File: src/rtl/key_tone_pkg.sv
// Shared constants for the 24-key tone generator: note frequencies, FSM states
// and the elaboration-time half-period calculation.
package key_tone_pkg;

   localparam int NUM_KEYS = 24;

   // Equal-temperament frequencies in millihertz, C4 (key 0) through B5 (key 23).
   localparam int unsigned F_mHz [NUM_KEYS] = '{
      261626, 277183, 293665, 311127, 329628, 349228,
      369994, 391995, 415305, 440000, 466164, 493883,
      523251, 554365, 587330, 622254, 659255, 698456,
      739989, 783991, 830609, 880000, 932328, 987767
   };

   typedef enum logic [1:0] {
      ST_IDLE,
      ST_PLAY,
      ST_STOP,
      ST_REL
   } tone_state_e;

   // Cycles per speaker level for note k; only ever called with constant arguments.
   function automatic logic [23:0] half_period(input longint clk_hz, input int k);
      longint hp;
      hp = (clk_hz * 64'd1000) / (64'd2 * longint'(F_mHz[k]));
      return 24'(hp);
   endfunction

endpackage

File: src/rtl/key_tone_div.sv
// Loadable half-period down-counter owning the speaker flop; boundary marks the
// last cycle of a level, where the level flips and the counter reloads.
module tone_div
   import key_tone_pkg::*;
(
   input  logic        clk,
   input  logic        rst_n,
   input  logic        start,
   input  logic        halt,
   input  logic        en,
   input  logic [23:0] reload,
   output logic        out,
   output logic        boundary
);

   logic [23:0] cnt;

   assign boundary = en && (cnt == 24'd0);

   always_ff @(posedge clk or negedge rst_n) begin
      if (!rst_n) begin
         cnt <= 24'd0;
         out <= 1'b0;
      end else if (halt) begin
         cnt <= 24'd0;
         out <= 1'b0;
      end else if (start) begin
         cnt <= reload;
         out <= 1'b1;
      end else if (boundary) begin
         cnt <= reload;
         out <= ~out;
      end else if (en) begin
         cnt <= cnt - 24'd1;
      end
   end

endmodule

File: src/rtl/key_tone.sv
// Square-wave tone generator for the 24-key keyboard. Define KEY_TONE_RELEASE_EN
// to compile in the release hold (RELEASE state and timer).
module key_tone
   import key_tone_pkg::*;
#(
   parameter int CLK_HZ     = 100_000_000,
   parameter int RELEASE_MS = 200
) (
   input  logic       clk,
   input  logic       rst_n,
   input  logic [4:0] key,
   input  logic       press,
   output logic       spk,
   output logic       active,
   output logic [4:0] note
);

   tone_state_e state;
   logic [4:0]  pend;
   logic [4:0]  next_note;
   logic        valid;
   logic        start;
   logic        halt;
   logic        run;
   logic        boundary;
   logic [23:0] reload;
   logic [23:0] hp_m1 [NUM_KEYS];

   for (genvar k = 0; k < NUM_KEYS; k++) begin : g_hp
      assign hp_m1[k] = half_period(longint'(CLK_HZ), k) - 24'd1;
   end

`ifdef KEY_TONE_RELEASE_EN
   localparam logic [31:0] REL_CYC = 32'(CLK_HZ / 1000 * RELEASE_MS);
   logic [31:0] timer;
`endif

   // An out-of-range key is treated exactly like a released key.
   assign valid     = press && (key < 5'(NUM_KEYS));
   assign next_note = (valid && state != ST_STOP) ? key : pend;
   assign start     = (state == ST_IDLE) && valid;
   assign halt      = (state == ST_STOP) && boundary && spk;
   assign run       = (state != ST_IDLE);
   assign reload    = hp_m1[next_note];

   tone_div u_div (
      .clk      (clk),
      .rst_n    (rst_n),
      .start    (start),
      .halt     (halt),
      .en       (run),
      .reload   (reload),
      .out      (spk),
      .boundary (boundary)
   );

   always_ff @(posedge clk or negedge rst_n) begin
      if (!rst_n) begin
         state  <= ST_IDLE;
         note   <= 5'd0;
         pend   <= 5'd0;
         active <= 1'b0;
`ifdef KEY_TONE_RELEASE_EN
         timer  <= 32'd0;
`endif
      end else begin
         case (state)
            ST_IDLE: begin
               if (valid) begin
                  note   <= key;
                  pend   <= key;
                  active <= 1'b1;
                  state  <= ST_PLAY;
               end
            end
            ST_PLAY: begin
               // Pending note follows the key; it only reaches note at a level flip.
               pend <= next_note;
               if (boundary) note <= next_note;
               if (!valid) begin
`ifdef KEY_TONE_RELEASE_EN
                  state <= ST_REL;
                  timer <= REL_CYC - 32'd1;
`else
                  state <= ST_STOP;
`endif
               end
            end
`ifdef KEY_TONE_RELEASE_EN
            ST_REL: begin
               pend <= next_note;
               if (boundary) note <= next_note;
               if (valid)                 state <= ST_PLAY;
               else if (timer == 32'd0)   state <= ST_STOP;
               else                       timer <= timer - 32'd1;
            end
`endif
            ST_STOP: begin
               // Only a 1->0 flip may end the tone, so spk always finishes low.
               if (boundary && spk) begin
                  state  <= ST_IDLE;
                  active <= 1'b0;
               end else if (boundary) begin
                  note <= next_note;
               end
            end
            default: state <= ST_IDLE;
         endcase
      end
   end

endmodule

File: config.mk
export PLATFORM = sky130hd
export DESIGN_NAME = key_tone
export DESIGN_NICKNAME = d
export VERILOG_FILES = /design/src/rtl/key_tone_pkg.sv /design/src/rtl/key_tone_div.sv /design/src/rtl/key_tone.sv
export SDC_FILE = /design/constraint.sdc
export NUM_CORES = 1
export LEC_CHECK = 0
export ABC_AREA = 0
export ABC_CLOCK_PERIOD_IN_PS = 3050
export CAP_MARGIN = 20
export CORE_UTILIZATION = 56
export DETAILED_ROUTE_END_ITERATION = 16
export DONT_BUFFER_PORTS = 1
export PLACE_DENSITY = 0.69
export SETUP_SLACK_MARGIN = 0.2
export SLEW_MARGIN = 20
export SYNTH_ARGS = -nofsm -noshare
export SYNTH_HDL_FRONTEND = slang
export SYNTH_SLANG_ARGS = --single-unit
File: constraint.sdc
create_clock -name clk -period 3.05 [get_ports clk]
set_input_delay 0.61 -clock clk [delete_from_list [all_inputs] [get_ports clk]]
set_output_delay 0.61 -clock clk [all_outputs]
set_load 0.02 [all_outputs]
==> results of run 1 <==
## state kept, by name (all words and copies together) (netlist names)
| register | cells |
|---|---|
| state | 2 |
| pend | 5 |
| u_div.out | 1 |
| u_div.cnt | 24 |
| note | 5 |
| active | 1 |
## cell families (layout without fill, tap and decap cells)
kind of cell | count (synthesis) | in the layout | synth area share (%)
compound gates | 135 | 135 | 26.6
xor+xnor | 11 | 11 | 2.86
fa+ha+maj | 14 | 14 | 5.19
buf+inv | 44 | 47 | 5.82
flops | 38 | 38 | 28.2
mux | 20 | 20 | 7.42
simple gates | 154 | 154 | 23.9
## cell type report
type                    count  area (um^2)  share of cell area, %
multi-input cells         334         2260                   62.1
repair buffers             22          178                   4.88
clock inverters             2         12.5                  0.344
clock buffers               6         82.6                   2.27
inverters                  17         63.8                   1.75
flip-flops and latches     38          951                   26.1
well taps                  72         90.1                   2.48
## routing by layer
| layer | part of all wire, % | vias up | GRT usage (%) |
|---|---|---|---|
| li1 | - | 1540 | - |
| met1 | 45 | 1524 | 41.5 |
| met2 | 46 | 133 | 51.6 |
| met3 | 6.8 | 22 | 6.40 |
| met4 | 2.1 | 0 | 11.3 |
| met5 | 0 | - | 0 |
## layout by cell type (no fill, tap or decap), types with 4 or more instances in the layout
cell / netlist / routed
nor2_1: 43 / 43
nand2_1: 34 / 34
clkbuf_8: 0 / 6
or3_1: 4 / 4
inv_1: 17 / 15
o21ai_0: 31 / 30
and3_1: 4 / 4
o221ai_1: 6 / 6
a31oi_1: 8 / 8
xnor2_1: 10 / 10
a211oi_1: 9 / 8
mux2_4: 6 / 6
dfrtp_1: 38 / 38
nor4_1: 7 / 7
and2_1: 4 / 4
mux2i_1: 7 / 7
ha_1: 14 / 12
nor3_1: 15 / 15
buf_4: 1 / 21
nand3_1: 15 / 15
nand4_1: 4 / 4
a21oi_1: 33 / 33
o211ai_1: 7 / 7
mux2_2: 6 / 6
o22ai_1: 6 / 6
## report_power, final
part / total, mW / leakage (nW) / switching (mW) / internal, mW
Combinational: 2.88 / 0.996 / 1.66 / 1.22
Clock: 0.393 / 0.0472 / 0.211 / 0.182
Sequential: 1.00 / 0.468 / 0.297 / 0.705
## worst max-delay path by stage
stage	startpoint	endpoint	slack, ns	cells after the start
after CTS	state[0]	u_div.cnt[14]	0.25	11
after global placement	state[0]	u_div.cnt[11]	0.25	11
after floorplan	key[3]	u_div.cnt[2]	0.27	10
final	state[0]	u_div.cnt[7]	0.31	10
after global routing	state[0]	u_div.cnt[11]	0.18	11
after detailed placement	state[0]	u_div.cnt[14]	0.17	11
## through the flow
stage	util [%]	power (mW)	cell area, um^2
CTS	63.9	4.18	3610
finish	64.5	4.28	3640
floorplan	-	3.05	3370
global route	64.5	4.58	3640
detailed placement	61.8	3.76	3490
global placement	61.8	3.74	3490
## what timing repair did
item | CTS | global route
gates resized for setup | 1 | 11
setup endpoints to repair | 2 | 10
hold buffers | 1 | 0
endpoints found under the hold margin | 38 | 0
## critical path, cell delays in order (launching register included)
cell and delay [ns]:
dfrtp_1 0.38, inv_1 0.09, ha_1 0.27, buf_4 0.18
or3b_4 0.42, a21oi_1 0.31, buf_4 0.26, nor2_1 0.11
a22oi_1 0.20, a2bb2oi_1 0.25, o221ai_1 0.14
==> flow_summary_export.csv, run 1 <==
group,metric,value,unit
grt,grt_pass1_vias,3075,
sta,setup_viol,0,
drt,ant_nets,0,
place,port_buffers,0,
worst_setup_path,cp-start-kind,"flip-flop",
worst_setup_path,cp.arrival,2.91,ns
finish,fillers,462,
synthesis,ys.flop_type,"dfrtp_1",
synthesis,yosys-top-cells-area,"dfrtp_1 (28%), ha_1 (5.2%), a21oi_1 (4.9%)",
place,place_inst,482,
synthesis,synth_edf_count,0,
synthesis,ys_types,69,
sta,timing.final.crit_share,89.7,%
finish,antenna_cells,0,
sta,fmaxAchievable,365,MHz
sta,hold_ws,0.129,ns
synthesis,synth_area_leader_cell,"dfrtp_1",
worst_hold_path,hp-class,"in -> async",
sta,clock_skew,0.00900,ns
synthesis,synth_area,0.00337,mm^2
synthesis,syn_area_per_cell,8.11,um^2
run_status,outcome,"finished, final reports clean",
clock_network,htreeDepth,2,
worst_setup_path,end_kind,"flip-flop",
grt,grt_max_degree,39,
sta,tns,0,ns
die,coreArea,0.00564,mm^2
place,hpwl,6.99,mm
worst_setup_path,worstPathMaxFanout,12,
worst_setup_path,reg2reg_setup_slack,0.31,ns
grt,grt_pass1_wl,15.5,mm
sta,rsz0062_at_grt,"true",
drt,vias,3219,
worst_setup_path,reg2reg_depth,10,
grt,grt_use_total,31.7,%
clock_network,cts_setup_buffers,0,
drt,viasPerCell,6.56,
worst_setup_path,rr_startpoint,"state[0]",
finish,instances_no_fill,491,
synthesis,ys_top_cells_by_count,"nor2_1 (43), dfrtp_1 (38), nand2_1 (34), a21oi_1 (33), o21ai_0 (31)",
synthesis,synth_warnings,0,
synthesis,ys_seq_elements,38,
sta,max_slew.worst_pin.slew,0.562,ns
die,die_area,0.00634,mm^2
sta,relSlewSlack,62.2,%
finish,area_growth,7.83,%
flow_run,max_cap_viol_count,0,
synthesis,syn_nets,438,
drt,first_iter_violations,231,
synthesis,yosysSeqAreaShare,28.2,%
clock_network,cts_made_buffers,5,
die,io_pins,15,
synthesis,synth_top_area_share,28.2,%
worst_setup_path,required,3.23,ns
sta,finalHoldViolations,0,
die,die_h,79.6,um
worst_setup_path,crit_type,"reg -> reg",
clock_network,max-clock-path-buffers,2,
finish,num-nets-final,440,
drt,drcViolationCount,0,
place,gp_congestion,0.938,
worst_setup_path,r2r_end,"u_div.cnt[7]",
power,powerDensity,1180,mW/mm^2
grt,grt-ovfl-total,0,
grt,antenna_found_initial,0,
synthesis,netlist_instances,416,
sta,worst_slack,0.314,ns
die,die_x,79.6,um
drt,first_pass_iters,5,
die,initial_core_util,59.8,%
clock_network,clkLatencyLatePin,0.30,ns
finish,drive_above_1_share,17.4,%
place,pre_cts_ws,0.168,ns
drt,finalWirelength,9.52,mm
clock_network,cts-root-buf,"clkbuf_8",
power,p_leak,1.51,nW
die,num_rows,27,
synthesis,yosysMostFrequentCell,"nor2_1",
sta,slew_violations,0,
power,peakVddDrop,0.707,mV
synthesis,postSynth.asyncResetShare,100,%
drt,wl_per_cell,19.4,um
sta,period_needed,2.74,ns
clock_network,clk_pin_slew,0.09,ns
clock_network,clkSinkCount,38,
clock_network,cts_tree,"yes",
No activity file was read; power rests on OpenSTA's default activity.
==> run 2: changes to the inputs <==
--- a/config.mk
+++ b/config.mk
@@ -8,10 +8,10 @@
 export ABC_AREA = 0
 export ABC_CLOCK_PERIOD_IN_PS = 3050
 export CAP_MARGIN = 20
-export CORE_UTILIZATION = 56
+export CORE_UTILIZATION = 55
 export DETAILED_ROUTE_END_ITERATION = 16
 export DONT_BUFFER_PORTS = 1
-export PLACE_DENSITY = 0.69
+export PLACE_DENSITY = 0.68
 export SETUP_SLACK_MARGIN = 0.2
 export SLEW_MARGIN = 20
 export SYNTH_ARGS = -nofsm -noshare
==> constraint.sdc (replaced) <==
create_clock -name clk -period 3.05 [get_ports clk]
set_input_delay 0.4575 -clock clk [delete_from_list [all_inputs] [get_ports clk]]
set_output_delay 0.4575 -clock clk [all_outputs]
set_load 0.02 [all_outputs]
==> run 2 against run 1 <==
Against the previous run: the flow now finishes with violations (negative hold slack); largest power group unchanged; critical path type unchanged; final cell count rose by 2.0%; sequential share of layout area fell by 0.45 points; routed wire length rose by 2.6%; sequential power barely moved; flip-flop and latch count did not move; combinational power rose by 3%; global-route usage rose by 0.35 points; worst hold slack got worse by 0.13 ns; via count rose by 3.0%; first-iteration DRC count rose by 8.7%; clock skew fell by 0.0012 ns; fmax fell by 0.61%.
==> flow_summary_export.csv, run 2 (synthesis gave the netlist of run 1 again) <==
group,metric,value,unit
clock_network,cts-root-buf,"clkbuf_8",
die,io_pins,15,
power,p_int,2.17,mW
sta,setup_viol,0,
finish,fillers,511,
place,gp_congestion,0.912,
grt,grt_max_degree,39,
power,powerDensity,1180,mW/mm^2
sta,slew_violations,0,
worst_setup_path,cp.arrival,2.99,ns
finish,area_growth,9.72,%
sta,rsz0062_at_grt,"true",
worst_setup_path,required,3.29,ns
sta,hold_ws,-0.00216,ns
grt,use_met1,42.8,%
finish,largest_register,"u_div.cnt",
drt,viasPerCell,6.62,
clock_network,max-clock-path-buffers,2,
finish,top_regs,"u_div.cnt x24, note x5, pend x5",
clock_network,clkSinkCount,38,
sta,timing.final.crit_share,90.3,%
clock_network,htreeDepth,2,
place,port_buffers,0,
finish,multi_input_area,0.00227,mm^2
die,die_x,80.3,um
die,coreArea,0.00592,mm^2
finish,layout_commonest_cell,"nor2_1",
run_status,violations,"negative hold slack",
drt,vias,3316,
run_status,outcome,"complete, but fails checks",
sta,fmaxAchievable,363,MHz
worst_setup_path,cp-start-kind,"flip-flop",
place,dpl_cell_area,0.00349,mm^2
power,finalPower,4.35,mW
power,p_clk_share,8.6,%
grt,gr-usage-met2,53.6,%
finish,seq_area,951,um^2
worst_setup_path,path_buf_inv,4,
power,p_sw,2.18,mW
drt,drcViolationCount,0,
grt,grtUsageMet3,4.43,%
drt,ant_nets,0,
worst_setup_path,cpMostUsedCell,"inv_1",
power,peakVddDrop,0.640,mV
finish,drive_above_1_share,19.0,%
worst_setup_path,slowest_delay,0.46,ns
grt,grt-ovfl-total,0,
worst_setup_path,end_kind,"flip-flop",
power,p_comb_share,68.3,%
worst_setup_path,path_cells,"inv_1 > ha_2 > nand2b_2 > o21ai_2 > nand2_1 > buf_4 > inv_1 > ha_2 > inv_1 > mux4_2 > a211oi_1 > a211o_1",
worst_hold_path,hp-class,"in -> async",
sta,relSlewSlack,55.4,%
die,initial_core_util,57.0,%
power,p_seq_share,23.1,%
flow_run,max_cap_viol_count,0,
clock_network,cts_made_buffers,5,
worst_setup_path,path_delay_family,"compound AO/OA/AOI/OAI gates",
die,die_area,0.00645,mm^2
place,hpwl,6.99,mm
grt,antenna_found_initial,0,
finish,antenna_cells,0,
sta,max_slew.worst_pin.slew,0.670,ns
grt,grt_pass1_vias,3104,
sta,period_needed,2.75,ns
finish,design_area,0.00370,mm^2
sta,finalHoldViolations,6,
clock_network,clk_pin_slew,0.08,ns
worst_setup_path,rr_startpoint,"state[0]",
grt,grt_use_total,32.1,%
worst_setup_path,crit_start,"state[0]",
worst_setup_path,worstPathMaxFanout,7,
clock_network,cts_tree,"yes",
drt,first_pass_iters,5,
sta,tns,0,ns
power,p_leak,1.54,nW
worst_setup_path,crit_slowest_cell,"mux4_2",
worst_setup_path,crit_type,"reg -> reg",
finish,final_cell_mix,"nor2_1 (43), dfrtp_1 (38), nand2_1 (34)",
drt,first_iter_violations,251,
grt,grt_pass1_wl,15.7,mm
drt,finalWirelength,9.77,mm
die,die_h,80.3,um
sta,clock_skew,0.00776,ns
power,switching_share,50.1,%
die,num_rows,28,
finish,largest_reg_flops,24,
drt,wl_per_cell,19.5,um
grt,globalRoute.busiestLayer,"met2",
clock_network,clkLatencyLatePin,0.29,ns
finish,num-nets-final,447,
[run 2: cell type report]
| class | instances | share of cell area [%] |
|---|---|---|
| repair buffers | 29 | 6.22 |
| well taps | 75 | 2.54 |
| flip-flops and latches | 38 | 25.7 |
| clock inverters | 1 | 0.135 |
| multi-input cells | 334 | 61.3 |
| clock buffers | 7 | 2.33 |
| inverters | 17 | 1.83 |
[run 2: worst reg2reg max path, cell delays in order (launching register included)]
cell,delay (ns)
dfrtp_1,0.37
inv_1,0.10
ha_2,0.22
nand2b_2,0.22
o21ai_2,0.16
nand2_1,0.13
buf_4,0.19
inv_1,0.15
ha_2,0.25
inv_1,0.07
mux4_2,0.46
a211oi_1,0.26
a211o_1,0.13
[run 2: worst paths after layout]
| check | depth (start not counted) | slack (ns) | endpoint |
|---|---|---|---|
| worst max-delay path | 12 | 0.30 | u_div.cnt[14] |
| worst min-delay path | 1 | -0.002 | u_div.cnt[20] |
| worst max register to register | 12 | 0.30 | u_div.cnt[14] |
| worst min register to register | 2 | 0.55 | u_div.cnt[5] |
| max in group asynchronous | 1 | 2.85 | note[0] |
| min in group clk | 1 | 0.31 | pend[0] |
[run 2: per-stage QoR]
step | utilization [%] | worst slack (ns) | hold WS [ns] | instances
3_3_place_gp | 59.0 | 0.248 | 0.163 | 485
5_1_grt | 62.5 | 0.125 | 0.00347 | 501
6_report | 62.5 | 0.297 | -0.00216 | 501
4_1_cts | 60.9 | 0.204 | 0.00121 | 494
3_5_place_dp | 59.0 | 0.208 | 0.163 | 485
2_1_floorplan | - | 0.298 | 0.162 | 416
[run 2: routing by layer]
| layer | part of all wire [%] | vias to the layer above |
|---|---|---|
| met4 | 1.8 | 0 |
| met1 | 44 | 1596 |
| li1 | - | 1560 |
| met2 | 48 | 142 |
| met3 | 6.3 | 18 |
| met5 | 0 | - |
[run 2: power by group through the flow]
stage | clock [mW] | sequential, mW | combinational (mW)
after floorplan | 0 | 0.916 | 2.14
after CTS | 0.378 | 0.996 | 2.79
after detailed placement | 0 | 1.00 | 2.75
after global placement | 0 | 1.00 | 2.73
final | 0.376 | 1.00 | 2.97
after global routing | 0.399 | 1.04 | 3.24
[run 2: repair_timing]
item / CTS / global route
endpoints found under the setup margin: 1 / 16
pin swaps: 0 / 1
setup buffers: 0 / 7
resized for setup: 1 / 13
hold buffers: 1 / 0
hold endpoints to repair: 38 / 0
